$ cat config.mk
export PLATFORM = sky130hd
export DESIGN_NAME = mc_control_unit
export DESIGN_NICKNAME = d
export VERILOG_FILES = /design/src/rtl/mc_ctrl_pkg.sv /design/src/rtl/mc_alu_decoder.sv /design/src/rtl/mc_control_unit.sv
export SDC_FILE = /design/constraint.sdc
export NUM_CORES = 1
export LEC_CHECK = 0
export CORE_UTILIZATION = 41
export CTS_CLUSTER_DIAMETER = 50
export DETAILED_ROUTE_END_ITERATION = 12
export GPL_TIMING_DRIVEN = 0
export PLACE_DENSITY_LB_ADDON = 0.05
export SYNTH_ARGS = -nofsm -noshare
export SYNTH_HDL_FRONTEND = slang
export SYNTH_HIERARCHICAL = 1
export SYNTH_SLANG_ARGS = --single-unit
$ cat constraint.sdc
create_clock -name clk -period 2.7 [get_ports clk]
set_input_delay 0.405 -clock clk [delete_from_list [all_inputs] [get_ports clk]]
set_output_delay 0.405 -clock clk [all_outputs]
set_load 0.02 [all_outputs]
$ cat src/rtl/mc_ctrl_pkg.sv
// Shared definitions for the multi-cycle main control unit: opcodes,
// function codes, FSM state encoding, ALU operation codes and mux selects.
package mc_ctrl_pkg;

    localparam logic [5:0] OP_RTYPE = 6'b000000;
    localparam logic [5:0] OP_LW    = 6'b100011;
    localparam logic [5:0] OP_SW    = 6'b101011;
    localparam logic [5:0] OP_BEQ   = 6'b000100;
    localparam logic [5:0] OP_ADDI  = 6'b001000;
    localparam logic [5:0] OP_ORI   = 6'b001101;
    localparam logic [5:0] OP_J     = 6'b000010;

    localparam logic [5:0] FN_ADD = 6'b100000;
    localparam logic [5:0] FN_SUB = 6'b100010;
    localparam logic [5:0] FN_OR  = 6'b100101;

    localparam logic [2:0] ALU_ADD = 3'b000;
    localparam logic [2:0] ALU_SUB = 3'b001;
    localparam logic [2:0] ALU_OR  = 3'b010;

    localparam logic [1:0] SRCB_REG    = 2'b00;
    localparam logic [1:0] SRCB_FOUR   = 2'b01;
    localparam logic [1:0] SRCB_IMM    = 2'b10;
    localparam logic [1:0] SRCB_BRANCH = 2'b11;

    localparam logic [1:0] PCSRC_ALU    = 2'b00;
    localparam logic [1:0] PCSRC_ALUOUT = 2'b01;
    localparam logic [1:0] PCSRC_JUMP   = 2'b10;

    typedef enum logic [3:0] {
        S_FETCH  = 4'd0,
        S_DECODE = 4'd1,
        S_MEMADR = 4'd2,
        S_MEMRD  = 4'd3,
        S_MEMWB  = 4'd4,
        S_MEMWR  = 4'd5,
        S_EXEC   = 4'd6,
        S_RWB    = 4'd7,
        S_IEXEC  = 4'd8,
        S_IWB    = 4'd9,
        S_BRANCH = 4'd10,
        S_JUMP   = 4'd11
    } state_t;

    // Operation class handed to the ALU decoder
    typedef enum logic [1:0] {
        ALUOP_ADD   = 2'b00,
        ALUOP_SUB   = 2'b01,
        ALUOP_FUNCT = 2'b10,
        ALUOP_OR    = 2'b11
    } aluop_t;

    // Every datapath control of the unit, bundled so reset can clear them at once
    typedef struct packed {
        logic       iord;
        logic       mem_write;
        logic       ir_write;
        logic       reg_dst;
        logic       mem_to_reg;
        logic       reg_write;
        logic       alu_src_a;
        logic [1:0] alu_src_b;
        logic       ext_op;
        logic [2:0] alu_control;
        logic [1:0] pc_src;
        logic       pc_en;
        logic       illegal;
    } ctrl_t;

endpackage

$ cat src/rtl/mc_alu_decoder.sv
// Combinational ALU decoder: maps the operation class and Funct field to the
// ALU's 3-bit control code and flags whether Funct is a supported R-type op.
module mc_alu_decoder
    import mc_ctrl_pkg::*;
(
    input  aluop_t      alu_op,
    input  logic [5:0]  funct,
    output logic [2:0]  alu_control,
    output logic        funct_valid
);

    logic [2:0] funct_ctl_s;

    // Funct decode, independent of class so DECODE can check legality
    always_comb begin
        funct_ctl_s = ALU_ADD;
        funct_valid = 1'b0;
        case (funct)
            FN_ADD: begin funct_ctl_s = ALU_ADD; funct_valid = 1'b1; end
            FN_SUB: begin funct_ctl_s = ALU_SUB; funct_valid = 1'b1; end
            FN_OR:  begin funct_ctl_s = ALU_OR;  funct_valid = 1'b1; end
            default: begin funct_ctl_s = ALU_ADD; funct_valid = 1'b0; end
        endcase
    end

    // Select between fixed operations and the Funct-derived one
    always_comb begin
        alu_control = ALU_ADD;
        case (alu_op)
            ALUOP_ADD:   alu_control = ALU_ADD;
            ALUOP_SUB:   alu_control = ALU_SUB;
            ALUOP_OR:    alu_control = ALU_OR;
            ALUOP_FUNCT: alu_control = funct_ctl_s;
            default:     alu_control = ALU_ADD;
        endcase
    end

endmodule

$ cat src/rtl/mc_control_unit.sv
// Multi-cycle main control FSM. Sequences FETCH..WRITEBACK, decodes Op/Funct,
// resolves beq with the ALU Zero flag and suppresses writeback on overflow.
module mc_control_unit
    import mc_ctrl_pkg::*;
#(
    parameter logic TRAP_ON_OVF = 1'b1
) (
    input  logic        clk,
    input  logic        rst,
    input  logic [5:0]  Op,
    input  logic [5:0]  Funct,
    input  logic        Zero,
    input  logic        Overflow,
    output logic        IorD,
    output logic        MemWrite,
    output logic        IRWrite,
    output logic        RegDst,
    output logic        MemtoReg,
    output logic        RegWrite,
    output logic        ALUSrcA,
    output logic [1:0]  ALUSrcB,
    output logic        ExtOp,
    output logic [2:0]  ALUControl,
    output logic [1:0]  PCSrc,
    output logic        PCEn,
    output logic        Illegal
);

    state_t     state_q, state_d;
    logic       ovf_q, ovf_d;
    aluop_t     alu_op_s;
    logic [2:0] alu_ctl_s;
    logic       funct_valid_s;
    logic       op_legal_s;
    ctrl_t      ctrl_s;
    ctrl_t      ctrl_out_s;

    mc_alu_decoder u_alu_dec (
        .alu_op      (alu_op_s),
        .funct       (Funct),
        .alu_control (alu_ctl_s),
        .funct_valid (funct_valid_s)
    );

    // ALU operation class for the current state
    always_comb begin
        alu_op_s = ALUOP_ADD;
        case (state_q)
            S_EXEC:   alu_op_s = ALUOP_FUNCT;
            S_IEXEC:  alu_op_s = (Op == OP_ORI) ? ALUOP_OR : ALUOP_ADD;
            S_BRANCH: alu_op_s = ALUOP_SUB;
            default:  alu_op_s = ALUOP_ADD;
        endcase
    end

    // Instruction legality: supported opcode, and supported Funct for R-type
    always_comb begin
        op_legal_s = 1'b0;
        case (Op)
            OP_RTYPE: op_legal_s = funct_valid_s;
            OP_LW, OP_SW, OP_BEQ, OP_ADDI, OP_ORI, OP_J: op_legal_s = 1'b1;
            default:  op_legal_s = 1'b0;
        endcase
    end

    // State register and captured overflow flag
    always_ff @(posedge clk or posedge rst) begin
        if (rst) begin
            state_q <= S_FETCH;
            ovf_q   <= 1'b0;
        end else begin
            state_q <= state_d;
            ovf_q   <= ovf_d;
        end
    end

    // Next-state logic; unknown encodings fall back to FETCH
    always_comb begin
        state_d = S_FETCH;
        case (state_q)
            S_FETCH:  state_d = S_DECODE;
            S_DECODE: begin
                if (!op_legal_s) begin
                    state_d = S_FETCH;
                end else begin
                    case (Op)
                        OP_LW, OP_SW:    state_d = S_MEMADR;
                        OP_RTYPE:        state_d = S_EXEC;
                        OP_BEQ:          state_d = S_BRANCH;
                        OP_ADDI, OP_ORI: state_d = S_IEXEC;
                        OP_J:            state_d = S_JUMP;
                        default:         state_d = S_FETCH;
                    endcase
                end
            end
            S_MEMADR: state_d = (Op == OP_LW) ? S_MEMRD : S_MEMWR;
            S_MEMRD:  state_d = S_MEMWB;
            S_EXEC:   state_d = S_RWB;
            S_IEXEC:  state_d = S_IWB;
            default:  state_d = S_FETCH;
        endcase
    end

    // Overflow capture: only add/sub/addi can overflow; cleared on every fetch
    always_comb begin
        ovf_d = ovf_q;
        case (state_q)
            S_FETCH: ovf_d = 1'b0;
            S_EXEC:  ovf_d = Overflow & (alu_ctl_s != ALU_OR);
            S_IEXEC: ovf_d = Overflow & (Op == OP_ADDI);
            default: ovf_d = ovf_q;
        endcase
    end

    // Moore outputs per state, plus the Zero-qualified PC enable in BRANCH
    always_comb begin
        ctrl_s = '0;
        case (state_q)
            S_FETCH: begin
                ctrl_s.ir_write  = 1'b1;
                ctrl_s.pc_en     = 1'b1;
                ctrl_s.alu_src_b = SRCB_FOUR;
            end
            S_DECODE: begin
                ctrl_s.alu_src_b = SRCB_BRANCH;
                ctrl_s.illegal   = !op_legal_s;
            end
            S_MEMADR: begin
                ctrl_s.alu_src_a = 1'b1;
                ctrl_s.alu_src_b = SRCB_IMM;
            end
            S_MEMRD: ctrl_s.iord = 1'b1;
            S_MEMWB: begin
                ctrl_s.reg_write  = 1'b1;
                ctrl_s.mem_to_reg = 1'b1;
            end
            S_MEMWR: begin
                ctrl_s.iord      = 1'b1;
                ctrl_s.mem_write = 1'b1;
            end
            S_EXEC: begin
                ctrl_s.alu_src_a   = 1'b1;
                ctrl_s.alu_control = alu_ctl_s;
            end
            S_RWB: begin
                ctrl_s.reg_dst   = 1'b1;
                ctrl_s.reg_write = !(TRAP_ON_OVF && ovf_q);
            end
            S_IEXEC: begin
                ctrl_s.alu_src_a   = 1'b1;
                ctrl_s.alu_src_b   = SRCB_IMM;
                ctrl_s.alu_control = alu_ctl_s;
                ctrl_s.ext_op      = (Op == OP_ORI);
            end
            S_IWB: ctrl_s.reg_write = !(TRAP_ON_OVF && ovf_q);
            S_BRANCH: begin
                ctrl_s.alu_src_a   = 1'b1;
                ctrl_s.alu_control = alu_ctl_s;
                ctrl_s.pc_src      = PCSRC_ALUOUT;
                ctrl_s.pc_en       = Zero;
            end
            S_JUMP: begin
                ctrl_s.pc_src = PCSRC_JUMP;
                ctrl_s.pc_en  = 1'b1;
            end
            default: ctrl_s = '0;
        endcase
    end

    // Reset holds every control low, including the FETCH strobes
    always_comb begin
        if (rst) begin
            ctrl_out_s = '0;
        end else begin
            ctrl_out_s = ctrl_s;
        end
    end

    assign IorD       = ctrl_out_s.iord;
    assign MemWrite   = ctrl_out_s.mem_write;
    assign IRWrite    = ctrl_out_s.ir_write;
    assign RegDst     = ctrl_out_s.reg_dst;
    assign MemtoReg   = ctrl_out_s.mem_to_reg;
    assign RegWrite   = ctrl_out_s.reg_write;
    assign ALUSrcA    = ctrl_out_s.alu_src_a;
    assign ALUSrcB    = ctrl_out_s.alu_src_b;
    assign ExtOp      = ctrl_out_s.ext_op;
    assign ALUControl = ctrl_out_s.alu_control;
    assign PCSrc      = ctrl_out_s.pc_src;
    assign PCEn       = ctrl_out_s.pc_en;
    assign Illegal    = ctrl_out_s.illegal;

endmodule

## After elaboration in Yosys (flattened, before gate mapping)

Index checks and enable logic that the tools add are counted.

- Input port bits: 16
- Word-level logic and storage cells: 69
- Register bits: 5
- Output and inout bits: 17

- Equal/unequal tests: 24
- Reductions and logical operators: 16
- Muxes and demuxes: 25
- Bitwise logic cells: 2

Operator list:

| kind | count |
|---|---|
| equality test 6 bit, second input constant | 5 |
| one-hot mux 4 bit (6 select lines) | 1 |
| one-hot mux 4 bit (5 select lines) | 1 |
| 2-to-1 mux 17 bit | 1 |
| equality test 4 x 3 -> 1 bit, second input constant | 4 |
| equality test 4 bit, second input constant | 4 |
| equality test 6 x 4 -> 1 bit, second input constant | 2 |
| one-hot mux 2 bit (3 select lines) | 2 |
| one-hot mux 3 bit (4 select lines) | 1 |
| OR reduction 2 bit | 6 |
| 2-to-1 mux 1 bit | 9 |
| equality test 4 x 2 -> 1 bit, second input constant | 2 |
| one-hot mux 2 bit (2 select lines) | 2 |
| equality test 6 x 2 -> 1 bit, second input constant | 1 |
| equality test 6 x 3 -> 1 bit, second input constant | 1 |
| logical NOT 6 bit | 1 |
| 2-to-1 mux 3 bit | 2 |
| one-hot mux 1 bit (2 select lines) | 3 |
| OR reduction 3 bit | 2 |
| OR reduction 6 bit | 1 |
| equality test 2 bit, second input constant | 2 |
| equality test 4 x 1 -> 1 bit, second input constant | 1 |
| logical NOT 4 bit | 1 |
| 2-to-1 mux 4 bit | 1 |
| other kinds (9) | 11 |

## Logic depth before layout (Yosys ltp)

Gate-level depths: netlist of run 1.

- Depth in word-level cells: 8
- Gate-level depth with buffers: 9
- Gate-level depth less buffers: 9

## Modules after synthesis

The synthesis of run 1 kept the hierarchy.

By module, submodules not included:

| module | cells each | seq. area each (µm²) | instances | area each (µm²) |
|---|---|---|---|---|
| mc_control_unit | 93 | 125.1 | 1 | 669.4 |
| mc_alu_decoder | 12 | 0.0 | 1 | 86.3 |

## Least setup slack after synthesis of run 1

Ideal clock, no wire load.

- Path kind: register to output
- Start point: register state_q[2]
- End point: output port ALUControl[0]
- Data required time: 2.295 ns
- Setup slack: 0.620 ns
- Stages on the path, launching flop included: 8
- Path buffers: 0
- Arrival: 1.675 ns
- Cell sequence: dfrtp_1 -> nand2b_1 -> and4bb_1 -> nand4_1 -> nand2_1 -> nand3b_1 -> o32ai_2 -> and2_1

- Cells in the longest elaborated chain, start to end: 6
- Elaborated cells between the ends (all ways): 12

RTL lines:

| element | RTL line | RTL |
|---|---|---|
| start, declared | mc_control_unit.sv:29 | `state_t state_q, state_d;` |
| start signal, assigned | mc_control_unit.sv:72 | `state_q <= state_d;` |
| equality test 4 bit / equality test 4 x 3 -> 1 bit (equally long branches) | mc_control_unit.sv:48 | `case (state_q)` |
| one-hot mux 2 bit (3 select lines) (*) | mc_control_unit.sv:48 |  |
| via alu_op_s[1] | mc_control_unit.sv:31 | `aluop_t alu_op_s;` |
| equality test 2 bit (tied with other cells) | mc_alu_decoder.sv:29 | `case (alu_op)` |
| one-hot mux 3 bit (4 select lines) (*) | mc_alu_decoder.sv:29 |  |
| via alu_ctl_s[0] | mc_control_unit.sv:32 | `logic [2:0] alu_ctl_s;` |
| 2-to-1 mux 3 bit (*) | mc_control_unit.sv:118 | `case (state_q)` |
| 2-to-1 mux 17 bit (*) | mc_control_unit.sv:172 | `if (rst) begin` |
| end, declared | mc_control_unit.sv:23 | `output logic [2:0] ALUControl,` |

The timed path passes the listed nets; every way through them passes the cells marked *. The select of a mux whose other input is x is not followed.

## Worst setup path in the final report of run 1

- Start point: input port Funct[4]
- End point: output port Illegal

- Cells in the longest elaborated chain, start to end: 7
- Elaborated cells between the ends (all ways): 9

RTL lines:

| element | RTL line | RTL |
|---|---|---|
| start, declared | mc_control_unit.sv:11 | `input logic [5:0] Funct,` |
| equality test 6 bit | mc_alu_decoder.sv:18 | `case (funct)` |
| OR reduction 3 bit (no line) (*) | n/a |  |
| 2-to-1 mux 1 bit (*) | mc_alu_decoder.sv:18 |  |
| via funct_valid_s | mc_control_unit.sv:33 | `logic funct_valid_s;` |
| one-hot mux 1 bit (2 select lines) (*) | mc_control_unit.sv:59 | `case (Op)` |
| logical NOT 1 bit (*) | mc_control_unit.sv:126 | `ctrl_s.illegal = !op_legal_s;` |
| 2-to-1 mux 1 bit (*) | mc_control_unit.sv:118 |  |
| 2-to-1 mux 17 bit (*) | mc_control_unit.sv:172 |  |
| end, declared | mc_control_unit.sv:26 | `output logic Illegal` |

The timed path passes the listed nets; every way through them passes the cells marked *.

==> qor.yml, run 1 <==
setup_path:
  r2r_cells: 9
  ff2ff_setup_slack_ns: 0.54
  arrival_ns: 2.20
  r2r_start: "state_q[2]$_DFF_PP0_"
  r2r-end: "ovf_q$_DFFE_PP0P_"
  worstPathRequired_ns: 2.30
  cp_max_fo: 3
  critical_path_class: "in2out"
  endpoint_kind: "output pin"
  startpoint_type: "input pin"
job:
  maxCapViolations: 0
route:
  ant_nets: 0
  vias: 934
  wl_um: 2140
  first_iter_violations: 42
  vias_per_cell: 5.73
  wl_per_cell_um: 13.1
  drc: 0
  drt-pass1-iter-count: 4
power_and_ir_drop:
  cellPowerDensity_mw_per_mm2: 338
  p_leak_nw: 0.451
  ir_worst_vdd_uv: 424
  power_switching_share: 0.397
  switching_power_w: 0.000149
  power_frac_clock: 0.225
  internal_power_w: 0.000227
  seqPwrFrac: 0.249
  share_comb_of_total_power: 0.526
synth:
  synthCells: 105
  synth_fp_nets: 121
  syn_avg_cell_area_sq_um: 7.20
  ys_ff_latch: 5
  ys_warn_count: 6
  synthFlopType: "dfrtp_1"
  synth_cell_types: 42
  synth-seq-area-share: 0.166
  async_reset_ff_frac: 1.00
  synth-edff-count: 0
  netlist_area_sq_um: 756
timing:
  setup_viol: 0
  drv_slew: 0
  fin_ws_ns: 0.0995
  min_period_over_period: 0.963
  rsz0062_at_grt: "true"
  hold_viol_final: 0
  fin_crit_ns: 2.60
  max_freq_mhz: 385
  skew_ns: 0.00814
finish:
  area_growth_pct: 47.5
  nNetsFinal: 155
  diodes: 0
  fin_cells: 163
  drive_above_1_share: 0.196
  fillCellCount: 165
clock_network:
  cts-buffers-inserted: 3
  cts_sinks: 5
  clockRootBuffer: "clkbuf_4"
  tritoncts: "built"
  worstSkewPairLatency_ns: 0.24
  clk_pin_slew_worst_paths_ns: 0.05
  ctsLongestPathBuffers: 2
  htree_levels: 1
placed_design:
  dp.cells: 157
  port-buffer-count: 27
  dpl.hpwl_um: 1580
  place.gp.congestion: 0.800
  place_ws_ns: -0.412
die:
  core_area_sq_mm: 0.00173
  rows: 15
  die_x_um: 44.9
  fp.dieArea_sq_mm: 0.00202
  start_util: 0.438
  io_pins: 33
  die_y_um: 44.9
status:
  outcome: "complete, no violations"
global_routing:
  grt_pass1_wl_um: 3210
  grt_remaining_overflow: 0
  grt_max_degree: 11
  antenna_found_initial: 0
  track_usage: 0.216
  grt_pass1_vias: 746
min_path:
  hold_path_class: "in2async"
[metrics by stage]
stage / instance area (sq um) / hold slack, ns / power, W / util / setup TNS, ns
finish: 1110 / 0.144 / 0.000377 / 0.646 / 0
detailed placement: 1060 / 0.398 / 0.000278 / 0.612 / -1.14
CTS: 1090 / 0.136 / 0.000366 / 0.633 / 0
global route: 1110 / 0.159 / 0.000402 / 0.646 / -0.0306
floorplan: 756 / 0.352 / 0.000204 / - / 0
global placement: 1060 / 0.393 / 0.000278 / 0.612 / -1.07
[cell families after synthesis]
| kind of cell | Yosys count | synth area share |
|---|---|---|
| other | 1 | 0.00496 |
| AO/OA/AOI/OAI | 28 | 0.277 |
| XOR/XNOR | 2 | 0.0232 |
| buffers and inverters | 13 | 0.0944 |
| flip-flops | 5 | 0.166 |
| AND/OR/NAND/NOR | 56 | 0.435 |
[final cells by class]
class                           count  area [sq um]  area share
Multi-Input combinational cell     87           583       0.523
Timing Repair Buffer               29           277       0.248
Sequential cell                     5           125       0.112
Buffer                              9          57.6      0.0516
Tap cell                           25          31.3      0.0281
Clock buffer                        4          26.3      0.0236
Inverter                            4          15.0      0.0135
[layer usage]
layer,GRT usage,part of all wire,vias to the layer above
li1,-,-,459
met1,0.292,0.48,440
met2,0.336,0.45,33
met3,0.0560,0.060,2
met4,0.0667,0.0042,0
met5,0,0,-
[sequential cells by signal (all words and copies together), names as in the netlist]
signal / count
ovf_q: 1
state_q: 4
[how the worst max path moves through the flow]
stage                                     from       endpoint  cells past startpoint
after floorplan           state_q[2]$_DFF_PP0_  ALUControl[0]                      7
after global placement                   Op[1]  ALUControl[0]                      8
after detailed placement                 Op[1]  ALUControl[0]                      8
after CTS                             Funct[5]        Illegal                      8
after global routing      state_q[3]$_DFF_PP0_       RegWrite                      5
final                                 Funct[4]        Illegal                      8
[critical path: stages]
cell             delay [ns]
clkdlybuf4s50_1        0.41
or3b_4                 0.40
a21oi_2                0.11
nand2b_1               0.07
o41ai_2                0.35
a22oi_2                0.12
and3_4                 0.20
buf_6                  0.12
[power by group through the flow]
stage                     Combinational [W]   Clock, W  Sequential (W)
final                              0.000198  0.0000849       0.0000938
after global routing               0.000213  0.0000953       0.0000942
after CTS                          0.000185  0.0000878       0.0000932
after detailed placement           0.000184          0       0.0000943
after global placement             0.000184          0       0.0000944
after floorplan                    0.000114          0       0.0000903
[repair_timing]
action,4_1_cts,5_1_grt
setup endpoints to repair,3,4
gates resized for setup,11,13
cloned,0,0
setup buffers,0,2
pin swaps,0,2
hold buffers,0,0
[cell usage after synthesis, types with 2 or more instances]
cell type,count,share of area
a211oi_1,2,0.020
a21oi_1,5,0.033
dfrtp_1,5,0.17
o21ai_1,5,0.033
nor4_1,2,0.017
nand3_1,4,0.026
clkbuf_1,2,0.0099
nand3b_1,2,0.020
xnor2_1,2,0.023
and2_1,4,0.033
nand2b_1,4,0.033
nand2_1,7,0.035
nor3_1,6,0.040
nand4b_1,2,0.023
buf_4,3,0.030
nor2_1,10,0.050
and3_1,3,0.025
a211o_1,2,0.023
nor2b_1,3,0.025
inv_1,4,0.020
o21ai_0,4,0.026
buf_2,3,0.020
o41ai_1,2,0.023
[layout by cell type, fill, tap and decap left out, types with 3 or more instances in the layout]
master	count
clkdlybuf4s50_1	21
nor2_1	9
nand2_1	6
nor3_1	6
o21ai_1	6
buf_4	5
dfrtp_1	5
inv_1	4
nand2b_1	4
and2_1	4
nand3_1	4
a21oi_1	4
nor2b_1	3
clkbuf_2	3
buf_2	3
o21ai_0	3
clkbuf_4	3
Note: power is estimated with default switching activity, not from simulation.
==> inputs of run 2 (changes only) <==
- RECOVER_POWER: default -> 100
- SYNTH_HIERARCHICAL: 1 -> default
==> qor.yml, run 2 <==
finish:
  regMostFlops: "state_q"
  largest_reg_flops: 4  # unchanged
  nNetsFinal: 148  # -4.5%
  reg_top3: "state_q: 4 flops, ovf_q: 1 flops"
  stdcell_area_sq_mm: 0.00104  # -7.1%
  final_util: 0.657  # +0.0115
  final_cell_mix: "13 x nor2_1, 13 x clkdlybuf4s50_1, 12 x dlygate4sd3_1, 7 x nor3_1"
  area_growth_pct: 41.8
  drive_above_1_share: 0.130  # -0.0659
  fin_cells: 147  # -9.8%
  diodes: 0  # unchanged
min_path:
  hold_path_class: "in2async"
setup_path:
  endpoint_kind: "output pin"
  ff2ff_setup_slack_ns: 1.34  # +0.80 ns
  startpoint_type: "flip-flop"
  arrival_ns: 2.15  # -0.05 ns
  critical_path_class: "reg2out"
  worstPathRequired_ns: 2.30  # about the same
  cp_max_fo: 6  # +3
  r2r_cells: 4  # -5
timing:
  drv_slew: 0  # unchanged
  min_period_over_period: 0.948  # -0.0155
  setup_viol: 0  # unchanged
  setup_tns_ns: 0  # unchanged
  rsz0062_at_grt: "false"
  max_freq_mhz: 391  # +1.6%
  skew_ns: 0.00383  # -0.00430 ns
  fin_crit_ns: 2.56  # -0.0418 ns
  hold-worst-slack_ns: 0.507  # +0.362 ns
  hold_viol_final: 0  # unchanged
placed_design:
  port-buffer-count: 28  # +3.7%
  place_area_sq_mm: 0.00103  # -2.5%
  place.gp.congestion: 0.784  # -2.0%
  dp.cells: 143  # -8.9%
  dpl.hpwl_um: 1510  # -4.6%
status:
  violations: "DRC"
  outcome: "complete, but fails checks"
synth:
  synth_fp_nets: 115  # -5.0%
  synth-edff-count: 0  # unchanged
  ys_warn_count: 0  # -6
  synth-seq-area-share: 0.171  # +0.00567
  synth_area_leaders: "dfrtp_1 17%, nor2_1 6.7%, nand2b_1 5.1%"
  synth_top_area_frac: 0.171  # +0.00567
  synthCells: 99  # -5.7%
  synthFlopType: "dfrtp_1"
  synth.top_cells.by_count: "13 x nor2_1, 7 x nor3_1, 6 x a21oi_1, 6 x nand2b_1, 5 x dfrtp_1"
  post-synth-top-count-cell: "nor2_1"
  syn_avg_cell_area_sq_um: 7.38  # +2.5%
  netlist_area_sq_um: 731  # -3.3%
  async_reset_ff_frac: 1.00  # unchanged
  synth_cell_types: 44  # +4.8%
  ys_ff_latch: 5  # unchanged
  synth_area_leader_cell: "dfrtp_1"
global_routing:
  met3_usage: 0.0449  # -0.0111
  grt_remaining_overflow: 0  # unchanged
  grt_pass1_wl_um: 3270  # +1.9%
  grt_util_met1: 0.275  # -0.0175
  busiest_layer: "met2"
  grt_max_degree: 11  # unchanged
  grt_use_met2: 0.371  # +0.0344
  track_usage: 0.217  # +0.000569
  antenna_found_initial: 0  # unchanged
  grt_pass1_vias: 812  # +8.8%
die:
  start_util: 0.463  # +0.0258
  rows: 14  # -1
  fp.dieArea_sq_mm: 0.00195  # -3.2%
  core_area_sq_mm: 0.00158  # -8.7%
  die_y_um: 44.2  # -1.6%
  io_pins: 33  # unchanged
  die_x_um: 44.2  # -1.6%
clock_network:
  worstSkewPairLatency_ns: 0.24  # about the same
  htree_levels: 1  # unchanged
  ctsLongestPathBuffers: 2  # unchanged
  clockRootBuffer: "clkbuf_4"
  cts_sinks: 5  # unchanged
  tritoncts: "built"
  cts-buffers-inserted: 3  # unchanged
  holdBufCountCts: 0  # unchanged
  clk_pin_slew_worst_paths_ns: 0.04  # about the same
route:
  vias: 849  # -9.1%
  drt-pass1-iter-count: 10  # +6
  vias_per_cell: 5.78  # +0.79%
  first_iter_violations: 11  # -74%
  wl_per_cell_um: 13.0  # -0.93%
  ant_nets: 0  # unchanged
  wl_um: 1910  # -11%
  drc: 4  # +4
job:
  maxCapViolations: 0  # unchanged
power_and_ir_drop:
  p_leak_nw: 0.411  # -8.9%
  cellPowerDensity_mw_per_mm2: 372  # +10%
  ir_worst_vdd_uv: 480  # +13%
[run 2: layer usage]
layer	share of wire	wire length (um)
met1	0.48	920
met2	0.46	871
met3	0.060	114
met4	0.0031	6
met5	0	0
[run 2: through the flow]
step	setup slack, ns	total power [W]
floorplan	0.508	0.000230
global placement	-0.0135	0.000307
detailed placement	-0.0589	0.000310
CTS	0.0421	0.000394
global route	0.0267	0.000411
finish	0.141	0.000386
[run 2: kinds of logic after synthesis]
logic type | count (synthesis) | synth area share
other | 1 | 0.00513
and+or+nand+nor | 54 | 0.435
AOI/OAI and AO/OA | 27 | 0.279
buffers and inverters | 10 | 0.0856
DFF | 5 | 0.171
xor gates and xnor gates | 2 | 0.0240
[run 2: final timing paths]
check,end,startpoint
max,ALUControl[0],state_q[3]$_DFF_PP0_
min,ovf_q$_DFFE_PP0P_,rst
max reg2reg,ovf_q$_DFFE_PP0P_,state_q[3]$_DFF_PP0_
min reg2reg,ovf_q$_DFFE_PP0P_,ovf_q$_DFFE_PP0P_
max in group asynchronous,state_q[0]$_DFF_PP0_,rst
min in group clk,state_q[1]$_DFF_PP0_,Op[2]
[run 2: worst max-delay path, cell delays in order, from the launching register on]
cell             delay, ns
dfrtp_1               0.41
nor2b_1               0.29
a21oi_1               0.06
or3_1                 0.34
nor3_1                0.19
clkdlybuf4s50_1       0.63
[run 2: cell type report]
class | count | area [sq um]
well taps | 16 | 20.0
plain buffers | 9 | 58.8
clock buffers | 4 | 26.3
repair buffers | 28 | 267
multi-input cells | 84 | 536
inverters | 1 | 3.75
flip-flops and latches | 5 | 125
fillers | 151 | 541
[run 2: where the power goes]
group          leakage, nW  internal (W)   total, W  switching (W)
sequential          0.0681     0.0000831  0.0000952      0.0000121
clock               0.0150     0.0000558  0.0000857      0.0000299
combinational        0.327     0.0000963   0.000205       0.000108
total                0.411      0.000235   0.000386       0.000150
[run 2: timing repair]
| item | 4_1_cts | 5_1_grt |
|---|---|---|
| endpoints found under the setup margin | 1 | 2 |
| endpoints found under the hold margin | 0 | 0 |
| buffers inserted | 0 | 0 |
| resized for setup | 1 | 2 |
| pin swaps | 0 | 1 |
| cloned | 0 | 0 |
